### config.mk
export PLATFORM = sky130hd
export DESIGN_NAME = id_ex_operand_latch_flat
export DESIGN_NICKNAME = d
export VERILOG_FILES = /design/src/rtl/id_ex_operand_latch_if.sv /design/src/rtl/id_ex_operand_latch.sv /design/src/flat_wrapper.sv
export SDC_FILE = /design/constraint.sdc
export NUM_CORES = 1
export LEC_CHECK = 0
export ABC_AREA = 1
export BUFFER_PORTS_ARGS = -buffer_cell sky130_fd_sc_hd__buf_4
export CAP_MARGIN = 5
export CORE_UTILIZATION = 50
export DETAILED_ROUTE_END_ITERATION = 16
export PLACE_DENSITY = 0.9
export SLEW_MARGIN = 20
export SYNTH_ARGS = -nofsm -noshare
export SYNTH_HDL_FRONTEND = slang
export SYNTH_SLANG_ARGS = --single-unit
### constraint.sdc
create_clock -name clk -period 1.69 [get_ports clk]
set_input_delay 0.169 -clock clk [delete_from_list [all_inputs] [get_ports clk]]
set_output_delay 0.169 -clock clk [all_outputs]
set_load 0.03 [all_outputs]
### src/rtl/id_ex_operand_latch_if.sv
// Operand-fetch stage bus: decode handshake, register-file read port,
// write-back snoop, and the ID/EX operand register outputs.
interface id_ex_operand_latch_if #(
  parameter int DW   = 16,
  parameter int NREG = 16,
  parameter int CW   = 8
);
  localparam int AW = $clog2(NREG);

  logic            src_valid;
  logic [AW-1:0]   src1_reg;
  logic [AW-1:0]   src2_reg;
  logic            src_ready;
  logic [NREG-1:0] ren1;
  logic [NREG-1:0] ren2;
  logic [DW-1:0]   bitline1;
  logic [DW-1:0]   bitline2;
  logic            wb_we;
  logic [AW-1:0]   wb_reg;
  logic [DW-1:0]   wb_data;
  logic            flush;
  logic            ex_ready;
  logic            op_valid;
  logic [DW-1:0]   op1;
  logic [DW-1:0]   op2;
  logic [AW-1:0]   op_src1;
  logic [AW-1:0]   op_src2;
  logic [CW-1:0]   stall_cnt;

  modport slave (
    input  src_valid, src1_reg, src2_reg, bitline1, bitline2,
           wb_we, wb_reg, wb_data, flush, ex_ready,
    output src_ready, ren1, ren2, op_valid, op1, op2, op_src1, op_src2, stall_cnt
  );

  modport master (
    output src_valid, src1_reg, src2_reg, bitline1, bitline2,
           wb_we, wb_reg, wb_data, flush, ex_ready,
    input  src_ready, ren1, ren2, op_valid, op1, op2, op_src1, op_src2, stall_cnt
  );
endinterface

### src/rtl/id_ex_operand_latch.sv
// ID/EX operand latch: one-hot register-file read enables, write-back bypass
// on capture, and write-back refresh of held operands while EX stalls.
module id_ex_operand_latch #(
  parameter int DW   = 16,
  parameter int NREG = 16,
  parameter int CW   = 8
) (
  input logic                 clk,
  input logic                 rst,
  id_ex_operand_latch_if.slave bus
);
  localparam int AW = $clog2(NREG);
  localparam logic [CW-1:0] STALL_MAX = {CW{1'b1}};

  // Register 0 reads as zero; a same-edge write-back wins over the stale bitline.
  function automatic logic [DW-1:0] select_operand(
    input logic [AW-1:0] src,
    input logic [DW-1:0] bitline,
    input logic          we,
    input logic [AW-1:0] wreg,
    input logic [DW-1:0] wdata
  );
    logic [DW-1:0] val;
    if (src == {AW{1'b0}}) begin
      val = {DW{1'b0}};
    end else if (we && (wreg == src)) begin
      val = wdata;
    end else begin
      val = bitline;
    end
    return val;
  endfunction

  logic            op_valid_r;
  logic [DW-1:0]   op1_r;
  logic [DW-1:0]   op2_r;
  logic [AW-1:0]   op_src1_r;
  logic [AW-1:0]   op_src2_r;
  logic [CW-1:0]   stall_cnt_r;

  logic            src_ready_s;
  logic            capture_s;
  logic            stalled_s;
  logic            refresh1_s;
  logic            refresh2_s;
  logic [DW-1:0]   sel1_s;
  logic [DW-1:0]   sel2_s;
  logic [NREG-1:0] ren1_s;
  logic [NREG-1:0] ren2_s;

  // Handshake, bypass select, and hold-refresh qualifiers.
  always_comb begin
    src_ready_s = !op_valid_r || bus.ex_ready;
    capture_s   = bus.src_valid && src_ready_s && !bus.flush;
    stalled_s   = op_valid_r && !bus.ex_ready;
    sel1_s      = select_operand(bus.src1_reg, bus.bitline1, bus.wb_we, bus.wb_reg, bus.wb_data);
    sel2_s      = select_operand(bus.src2_reg, bus.bitline2, bus.wb_we, bus.wb_reg, bus.wb_data);
    refresh1_s  = stalled_s && bus.wb_we && (bus.wb_reg != {AW{1'b0}}) && (bus.wb_reg == op_src1_r);
    refresh2_s  = stalled_s && bus.wb_we && (bus.wb_reg != {AW{1'b0}}) && (bus.wb_reg == op_src2_r);
  end

  // One-hot read enables, all-zero when decode presents nothing.
  always_comb begin
    ren1_s = {NREG{1'b0}};
    ren2_s = {NREG{1'b0}};
    if (bus.src_valid) begin
      ren1_s[bus.src1_reg] = 1'b1;
      ren2_s[bus.src2_reg] = 1'b1;
    end else begin
      ren1_s = {NREG{1'b0}};
      ren2_s = {NREG{1'b0}};
    end
  end

  // Valid flag and captured specifiers; flush outranks capture and drain.
  always_ff @(posedge clk or negedge rst) begin
    if (!rst) begin
      op_valid_r <= 1'b0;
      op_src1_r  <= {AW{1'b0}};
      op_src2_r  <= {AW{1'b0}};
    end else if (bus.flush) begin
      op_valid_r <= 1'b0;
    end else if (capture_s) begin
      op_valid_r <= 1'b1;
      op_src1_r  <= bus.src1_reg;
      op_src2_r  <= bus.src2_reg;
    end else if (op_valid_r && bus.ex_ready) begin
      op_valid_r <= 1'b0;
    end else begin
      op_valid_r <= op_valid_r;
    end
  end

  // Operand 1 data: capture, or refresh from write-back while held.
  always_ff @(posedge clk or negedge rst) begin
    if (!rst) begin
      op1_r <= {DW{1'b0}};
    end else if (capture_s) begin
      op1_r <= sel1_s;
    end else if (refresh1_s) begin
      op1_r <= bus.wb_data;
    end else begin
      op1_r <= op1_r;
    end
  end

  // Operand 2 data: capture, or refresh from write-back while held.
  always_ff @(posedge clk or negedge rst) begin
    if (!rst) begin
      op2_r <= {DW{1'b0}};
    end else if (capture_s) begin
      op2_r <= sel2_s;
    end else if (refresh2_s) begin
      op2_r <= bus.wb_data;
    end else begin
      op2_r <= op2_r;
    end
  end

  // Saturating count of stalled cycles; only reset clears it.
  always_ff @(posedge clk or negedge rst) begin
    if (!rst) begin
      stall_cnt_r <= {CW{1'b0}};
    end else if (stalled_s && !bus.flush && (stall_cnt_r != STALL_MAX)) begin
      stall_cnt_r <= stall_cnt_r + {{(CW-1){1'b0}}, 1'b1};
    end else begin
      stall_cnt_r <= stall_cnt_r;
    end
  end

  assign bus.src_ready = src_ready_s;
  assign bus.ren1      = ren1_s;
  assign bus.ren2      = ren2_s;
  assign bus.op_valid  = op_valid_r;
  assign bus.op1       = op1_r;
  assign bus.op2       = op2_r;
  assign bus.op_src1   = op_src1_r;
  assign bus.op_src2   = op_src2_r;
  assign bus.stall_cnt = stall_cnt_r;
endmodule
### src/flat_wrapper.sv
// flat-port wrapper written by rule: the top's interface ports become plain ports
module id_ex_operand_latch_flat 
#(
  parameter int DW   = 16,
  parameter int NREG = 16,
  parameter int CW   = 8
)
  (clk, rst, bus_src_valid, bus_src1_reg, bus_src2_reg, bus_bitline1, bus_bitline2, bus_wb_we, bus_wb_reg, bus_wb_data, bus_flush, bus_ex_ready, bus_src_ready, bus_ren1, bus_ren2, bus_op_valid, bus_op1, bus_op2, bus_op_src1, bus_op_src2, bus_stall_cnt);
  id_ex_operand_latch_if #(.DW(DW), .NREG(NREG), .CW(CW)) bus_i ();
  input logic clk;
  input logic rst;
  input wire logic [$bits(bus_i.src_valid)-1:0] bus_src_valid;
  input wire logic [$bits(bus_i.src1_reg)-1:0] bus_src1_reg;
  input wire logic [$bits(bus_i.src2_reg)-1:0] bus_src2_reg;
  input wire logic [$bits(bus_i.bitline1)-1:0] bus_bitline1;
  input wire logic [$bits(bus_i.bitline2)-1:0] bus_bitline2;
  input wire logic [$bits(bus_i.wb_we)-1:0] bus_wb_we;
  input wire logic [$bits(bus_i.wb_reg)-1:0] bus_wb_reg;
  input wire logic [$bits(bus_i.wb_data)-1:0] bus_wb_data;
  input wire logic [$bits(bus_i.flush)-1:0] bus_flush;
  input wire logic [$bits(bus_i.ex_ready)-1:0] bus_ex_ready;
  output wire logic [$bits(bus_i.src_ready)-1:0] bus_src_ready;
  output wire logic [$bits(bus_i.ren1)-1:0] bus_ren1;
  output wire logic [$bits(bus_i.ren2)-1:0] bus_ren2;
  output wire logic [$bits(bus_i.op_valid)-1:0] bus_op_valid;
  output wire logic [$bits(bus_i.op1)-1:0] bus_op1;
  output wire logic [$bits(bus_i.op2)-1:0] bus_op2;
  output wire logic [$bits(bus_i.op_src1)-1:0] bus_op_src1;
  output wire logic [$bits(bus_i.op_src2)-1:0] bus_op_src2;
  output wire logic [$bits(bus_i.stall_cnt)-1:0] bus_stall_cnt;
  assign bus_i.src_valid = bus_src_valid;
  assign bus_i.src1_reg = bus_src1_reg;
  assign bus_i.src2_reg = bus_src2_reg;
  assign bus_i.bitline1 = bus_bitline1;
  assign bus_i.bitline2 = bus_bitline2;
  assign bus_i.wb_we = bus_wb_we;
  assign bus_i.wb_reg = bus_wb_reg;
  assign bus_i.wb_data = bus_wb_data;
  assign bus_i.flush = bus_flush;
  assign bus_i.ex_ready = bus_ex_ready;
  assign bus_src_ready = bus_i.src_ready;
  assign bus_ren1 = bus_i.ren1;
  assign bus_ren2 = bus_i.ren2;
  assign bus_op_valid = bus_i.op_valid;
  assign bus_op1 = bus_i.op1;
  assign bus_op2 = bus_i.op2;
  assign bus_op_src1 = bus_i.op_src1;
  assign bus_op_src2 = bus_i.op_src2;
  assign bus_stall_cnt = bus_i.stall_cnt;
  id_ex_operand_latch #(.DW(DW), .NREG(NREG), .CW(CW)) u_core (.clk(clk), .rst(rst), .bus(bus_i));
endmodule
# Yosys cells after proc, flatten, opt, wreduce, memory -nomap -nowiden

Cells that the tools add are included.

Register bits: 49
Bits in latches: 0
Bits in writable memories: 0
Bits in read-only memories: 0
Input port bits: 66
Output and inout bits: 82
Word-level logic and storage cells: 59
Memories kept: 0

Add/sub/neg operators: 1
$mul: 0
Divide/modulo/power cells: 0
$lt $le $gt $ge: 4
Equal/unequal tests: 5
Shift-type cells: 0
Multiplexer cells: 17
Bitwise gates (word level): 1
Reduce and logical (&&, ||, !) cells: 25

Operators by type and width:

| operator                                             | number |
|---|---|
| two-way mux 16 bit                                   | 10 |
| == test 4 bit                                        | 4 |
| logical AND 1 bit                                    | 14 |
| < comparator 4 x 5 -> 1 bit (second input constant)  | 2 |
| adder 8 x 1 -> 8 bit (second input constant)         | 1 |
| demux 1 bit (select 4 bit)                           | 2 |
| >= comparator 4 x 1 -> 1 bit (second input constant) | 2 |
| zero test 4 bit                                      | 2 |
| inequality test 8 bit (second input constant)        | 1 |
| two-way mux 1 bit                                    | 5 |
| nonzero test 2 bit                                   | 2 |
| nonzero test 4 bit                                   | 1 |
| zero test 1 bit                                      | 3 |
| nonzero test 3 bit                                   | 1 |
| AND reduction 2 bit                                  | 1 |
| logical OR 1 bit                                     | 1 |
| inverter 1 bit                                       | 1 |

# Longest topological paths before layout

Word-level depth: 7
Gate-level depth with buffers: 12

# Worst setup path before layout

OpenSTA, ideal clock, no wires.

Path kind: register to register
From: register u_core.stall_cnt_r[1] (netlist: u_core.bus.stall_cnt[1])
To: register u_core.stall_cnt_r[1] (netlist: u_core.bus.stall_cnt[1])
Arrival: 1537 ps
Setup slack: 28 ps
Cell stages (with the launch flop): 7
Path buffers: 0
Clock period less this slack: 1662 ps
Cells stage by stage: dfrtp_1 -> ha_1 -> nand2_1 -> nor2_1 -> nand3_1 -> nand2_1 -> mux2_2

Cells in the longest elaborated chain, start to end: 2
Elaborated cells between the ends (all ways): 3

Ends and longest elaborated chain:

| what                                                         | RTL line                   | source |
|---|---|---|
| from (decl)                                                  | id_ex_operand_latch.sv:39  | `logic [CW-1:0] stall_cnt_r;` |
| from (signal assigned)                                       | id_ex_operand_latch.sv:123 | `stall_cnt_r <= {CW{1'b0}};` |
| from (signal assigned)                                       | id_ex_operand_latch.sv:125 | `stall_cnt_r <= stall_cnt_r + {{(CW-1){1'b0}}, 1'b1};` |
| from (signal assigned)                                       | id_ex_operand_latch.sv:127 | `stall_cnt_r <= stall_cnt_r;` |
| branches (longest 2 deep; another with adder 8 x 1 -> 8 bit) | -                          |  |

Several ways; the timed one is not identified.
A chain may end at the register's enable or synchronous reset.

# Final worst setup path

Same ends and word-level chain as after synthesis.

==> impl_metrics.prom <==
# TYPE chip_impl_metric gauge
chip_impl_metric{name="wire_length_of_the_first_global_routing_pass",unit="µm"} 16800
chip_impl_metric{name="final_max_slew_viol_count",unit=""} 0
chip_impl_metric{name="dieHeight",unit="µm"} 88.5
chip_impl_metric{name="dpl.hpwl",unit="µm"} 8310
chip_impl_metric{name="area.growth.synth_to_final",unit="%"} 34.7
chip_impl_metric{name="route.final.wire_length",unit="µm"} 10600
chip_impl_info{name="cp-end-kind",value="register"} 1
chip_impl_info{name="worst_hold_path.endpoint",value="u_core.bus.op_valid$_DFFE_PN0P_"} 1
chip_impl_metric{name="coreArea",unit="µm²"} 7250
chip_impl_metric{name="finish.net_count",unit=""} 832
chip_impl_metric{name="place.gp.congestion",unit=""} 0.905
chip_impl_metric{name="ys_seq_elements",unit=""} 49
chip_impl_metric{name="effective_utilization_at_floorplan",unit=""} 0.515
chip_impl_metric{name="port-buffer-count",unit=""} 147
chip_impl_metric{name="grt_pass1_vias",unit=""} 3800
chip_impl_metric{name="antennaDiodeCount",unit=""} 0
chip_impl_metric{name="max_freq",unit="MHz"} 655
chip_impl_metric{name="required",unit="ns"} 1.88
chip_impl_info{name="cts_tree",value="done"} 1
chip_impl_metric{name="avgViaCountPerCell",unit=""} 4.95
chip_impl_metric{name="worst_pin_slew",unit="ns"} 0.640
chip_impl_metric{name="clk_path_buf_depth",unit=""} 2
chip_impl_metric{name="final_antenna_net_count",unit=""} 0
chip_impl_metric{name="final_min_period_over_clock_period",unit=""} 0.904
chip_impl_metric{name="detailroute.via_count",unit=""} 4283
chip_impl_metric{name="timing.final.setup_violations",unit=""} 0
chip_impl_metric{name="cp_data_arrival_time",unit="ns"} 1.72
chip_impl_metric{name="pwr_density_cell",unit="nW/µm²"} 798
chip_impl_metric{name="clkTransAtPathRegs",unit="ns"} 0.09
chip_impl_metric{name="r2r_slack",unit="ns"} 0.16
chip_impl_metric{name="cell_area_after_layout",unit="µm²"} 5040
chip_impl_metric{name="drtPass1Iterations",unit=""} 5
chip_impl_metric{name="number_of_standard_cell_rows_in_the_floorplan",unit=""} 31
chip_impl_metric{name="grt_remaining_overflow",unit=""} 0
chip_impl_metric{name="yosysSeqAreaShare",unit=""} 0.328
chip_impl_metric{name="post_synth_num_cell_types",unit=""} 24
chip_impl_metric{name="post_synth_instance_area",unit="µm²"} 3740
chip_impl_metric{name="drc",unit=""} 0
chip_impl_metric{name="ioPinCount",unit=""} 148
chip_impl_metric{name="grt_antenna_before_repair",unit=""} 0
chip_impl_metric{name="finalSetupTns",unit="ns"} 0
chip_impl_info{name="clk_root_buffer_cell",value="sky130_fd_sc_hd__clkbuf_8"} 1
chip_impl_metric{name="clock_latency",unit="ns"} 0.30
chip_impl_metric{name="peak_ir_drop_on_the_vdd_network",unit="V"} 0.000393
chip_impl_metric{name="timing.final.ws_setup",unit="ns"} 0.162
chip_impl_metric{name="first_iter_violations",unit=""} 325
chip_impl_info{name="worst-setup-path-type",value="register to register"} 1
chip_impl_metric{name="crit_path_max_fanout",unit=""} 5
chip_impl_info{name="outcome",value="finished clean"} 1
chip_impl_metric{name="slew_headroom",unit=""} 0.573
chip_impl_metric{name="numClockSinks",unit=""} 49
chip_impl_info{name="r2r-end",value="u_core.bus.stall_cnt[1]$_DFFE_PN0P_"} 1
chip_impl_info{name="hold_start",value="bus_flush"} 1
chip_impl_metric{name="detail_route.wl_per_cell",unit="µm"} 12.3
chip_impl_info{name="rsz0062_at_grt",value="no"} 1
chip_impl_metric{name="pre_cts_slack",unit="ns"} -0.0422
chip_impl_metric{name="timing.final.crit_period",unit="ns"} 1.53
chip_impl_metric{name="postSynthNetCount",unit=""} 686
chip_impl_metric{name="drive_above_1_share",unit=""} 0.282
chip_impl_info{name="hold_path.class",value="primary input to register"} 1
chip_impl_metric{name="die_wd",unit="µm"} 88.5
chip_impl_metric{name="syn_inst",unit=""} 619
chip_impl_metric{name="final-hold-violation-count",unit=""} 0
chip_impl_info{name="crit-reg2reg-launch",value="u_core.bus.stall_cnt[1]$_DFFE_PN0P_"} 1
chip_impl_metric{name="pin_count_of_the_biggest_net_entering_global_routing",unit=""} 50
chip_impl_metric{name="holdPathStages",unit=""} 2
chip_impl_metric{name="average_instance_area_after_synthesis",unit="µm²"} 6.04
chip_impl_metric{name="ys_warn_count",unit=""} 0
chip_impl_metric{name="reg2reg_depth",unit=""} 6
chip_impl_metric{name="die_area",unit="µm²"} 7830
chip_impl_metric{name="cts_max_level",unit=""} 2
chip_impl_metric{name="track_usage",unit=""} 0.275
chip_impl_metric{name="number_of_clock_buffers_inserted_by_tritoncts",unit=""} 5
chip_impl_info{name="critPathLaunchType",value="register"} 1
chip_impl_metric{name="clock_skew",unit="ns"} 0.0106
chip_impl_metric{name="dpl_cell_area",unit="µm²"} 4900
chip_impl_metric{name="maxCapViolations",unit=""} 0
chip_impl_metric{name="power.static_leakage",unit="nW"} 3.17
chip_impl_metric{name="postLayoutCoreUtil",unit=""} 0.694
power breakdown:
| part | switching (W) | internal, W | leakage [nW] | total, W |
|---|---|---|---|---|
| Clock | 0.000399 | 0.000294 | 0.0385 | 0.000693 |
| Combinational | 0.00111 | 0.000646 | 2.51 | 0.00175 |
| Sequential | 0.000189 | 0.00139 | 0.618 | 0.00157 |
| Total | 0.00170 | 0.00233 | 3.17 | 0.00402 |
stage by stage:
step | total power, W | hold WS (ns) | cells
after global placement | 0.00328 | 0.215 | 853
after CTS | 0.00401 | 0.0721 | 862
after floorplan | 0.00263 | -0.127 | 619
final | 0.00402 | 0.0752 | 865
after detailed placement | 0.00333 | 0.222 | 853
after global routing | 0.00425 | 0.103 | 865
cell usage after synthesis:
| cell | instances | area share |
|---|---|---|
| sky130_fd_sc_hd__ha_1 | 1 | 0.0033 |
| sky130_fd_sc_hd__xor2_1 | 3 | 0.0070 |
| sky130_fd_sc_hd__nand2_1 | 286 | 0.29 |
| sky130_fd_sc_hd__o21ai_0 | 11 | 0.015 |
| sky130_fd_sc_hd__mux2_2 | 1 | 0.0030 |
| sky130_fd_sc_hd__inv_1 | 100 | 0.10 |
| sky130_fd_sc_hd__nor2_8 | 2 | 0.011 |
| sky130_fd_sc_hd__a21oi_1 | 1 | 0.0013 |
| sky130_fd_sc_hd__buf_4 | 6 | 0.012 |
| sky130_fd_sc_hd__inv_2 | 12 | 0.012 |
| sky130_fd_sc_hd__nand4_1 | 34 | 0.057 |
| sky130_fd_sc_hd__nor2_4 | 2 | 0.0060 |
| sky130_fd_sc_hd__dfrtp_1 | 49 | 0.33 |
| sky130_fd_sc_hd__buf_6 | 2 | 0.0060 |
| sky130_fd_sc_hd__nand3b_1 | 2 | 0.0040 |
| sky130_fd_sc_hd__nand3_1 | 13 | 0.017 |
| sky130_fd_sc_hd__nor3_2 | 1 | 0.0027 |
| sky130_fd_sc_hd__clkbuf_1 | 3 | 0.0030 |
| sky130_fd_sc_hd__buf_2 | 9 | 0.012 |
| sky130_fd_sc_hd__nand2_2 | 27 | 0.045 |
| sky130_fd_sc_hd__nand3_4 | 2 | 0.0094 |
| sky130_fd_sc_hd__xnor2_1 | 2 | 0.0047 |
| sky130_fd_sc_hd__nor2_1 | 48 | 0.048 |
| sky130_fd_sc_hd__a21oi_2 | 2 | 0.0047 |
timing repair:
item                                   4_1_cts  5_1_grt
endpoints found under the hold margin       49        0
pin swaps                                    0        1
resized for setup                            0        5
setup endpoints to repair                   32       35
hold buffers                                 1        0
gates cloned                                 0        0
buffers inserted                             0        3
flip-flops by register name (all words and copies together), names as in the netlist:
| register | flops |
|---|---|
| u_core.bus.stall_cnt | 8 |
| u_core.bus.op_src1 | 4 |
| u_core.bus.op_valid | 1 |
| u_core.bus.op2 | 16 |
| u_core.bus.op_src2 | 4 |
| u_core.bus.op1 | 16 |
cells by family (layout without fill, tap and decap cells):
family | after synthesis | after routing | synth area share
mux | 1 | 1 | 0.00301
flops | 49 | 49 | 0.328
compound gates | 14 | 14 | 0.0207
fa+ha+maj | 1 | 1 | 0.00335
buf+inv | 132 | 279 | 0.146
simple gates | 417 | 417 | 0.488
xor+xnor | 5 | 5 | 0.0117
worst max path at each step:
stage / endpoint / slack (ns) / cells after the start / startpoint
detailed placement: u_core.bus.op2[15]$_DFFE_PN0P_ / -0.04 / 6 / u_core.bus.op_valid$_DFFE_PN0P_
CTS: u_core.bus.op2[15]$_DFFE_PN0P_ / -0.06 / 6 / u_core.bus.op_valid$_DFFE_PN0P_
floorplan: u_core.bus.stall_cnt[1]$_DFFE_PN0P_ / 0.03 / 6 / u_core.bus.stall_cnt[1]$_DFFE_PN0P_
finish: u_core.bus.stall_cnt[1]$_DFFE_PN0P_ / 0.16 / 6 / u_core.bus.stall_cnt[1]$_DFFE_PN0P_
global route: u_core.bus.stall_cnt[1]$_DFFE_PN0P_ / 0.03 / 6 / u_core.bus.stall_cnt[1]$_DFFE_PN0P_
global placement: u_core.bus.op2[13]$_DFFE_PN0P_ / 0.09 / 6 / u_core.bus.op_valid$_DFFE_PN0P_
cell type report:
class | instances | area (µm²)
fill | 599 | 2220
clock buffer | 7 | 76.3
timing repair buffer | 159 | 1200
tap | 99 | 124
clock inverter | 1 | 7.51
inverter | 112 | 420
sequential | 49 | 1230
multi-input combinational | 438 | 1990
per-layer routing:
| layer | vias up | part of all wire | global-route usage |
|---|---|---|---|
| li1 | 2134 | - | - |
| met1 | 1917 | 0.41 | 0.345 |
| met2 | 211 | 0.49 | 0.491 |
| met3 | 21 | 0.077 | 0.0354 |
| met4 | 0 | 0.017 | 0.0894 |
| met5 | - | 0 | 0 |
worst max-delay path: stages (launching register included):
cell,delay [ns]
sky130_fd_sc_hd__dfrtp_1,0.40
sky130_fd_sc_hd__ha_1,0.18
sky130_fd_sc_hd__nand2_1,0.07
sky130_fd_sc_hd__nor2_2,0.12
sky130_fd_sc_hd__nand3_1,0.14
sky130_fd_sc_hd__nand2_2,0.17
sky130_fd_sc_hd__mux2_2,0.35
placed cells by master (no fill, tap or decap), types with 3 or more instances in the layout:
cell type	count
sky130_fd_sc_hd__buf_4	158
sky130_fd_sc_hd__clkbuf_8	5
sky130_fd_sc_hd__dfrtp_1	49
sky130_fd_sc_hd__inv_1	100
sky130_fd_sc_hd__inv_2	12
sky130_fd_sc_hd__nand2_1	285
sky130_fd_sc_hd__nand2_2	26
sky130_fd_sc_hd__nand3_1	13
sky130_fd_sc_hd__nand4_1	34
sky130_fd_sc_hd__nor2_1	46
sky130_fd_sc_hd__o21ai_0	11
sky130_fd_sc_hd__xor2_1	3
Power figures use the tool's default switching activity.
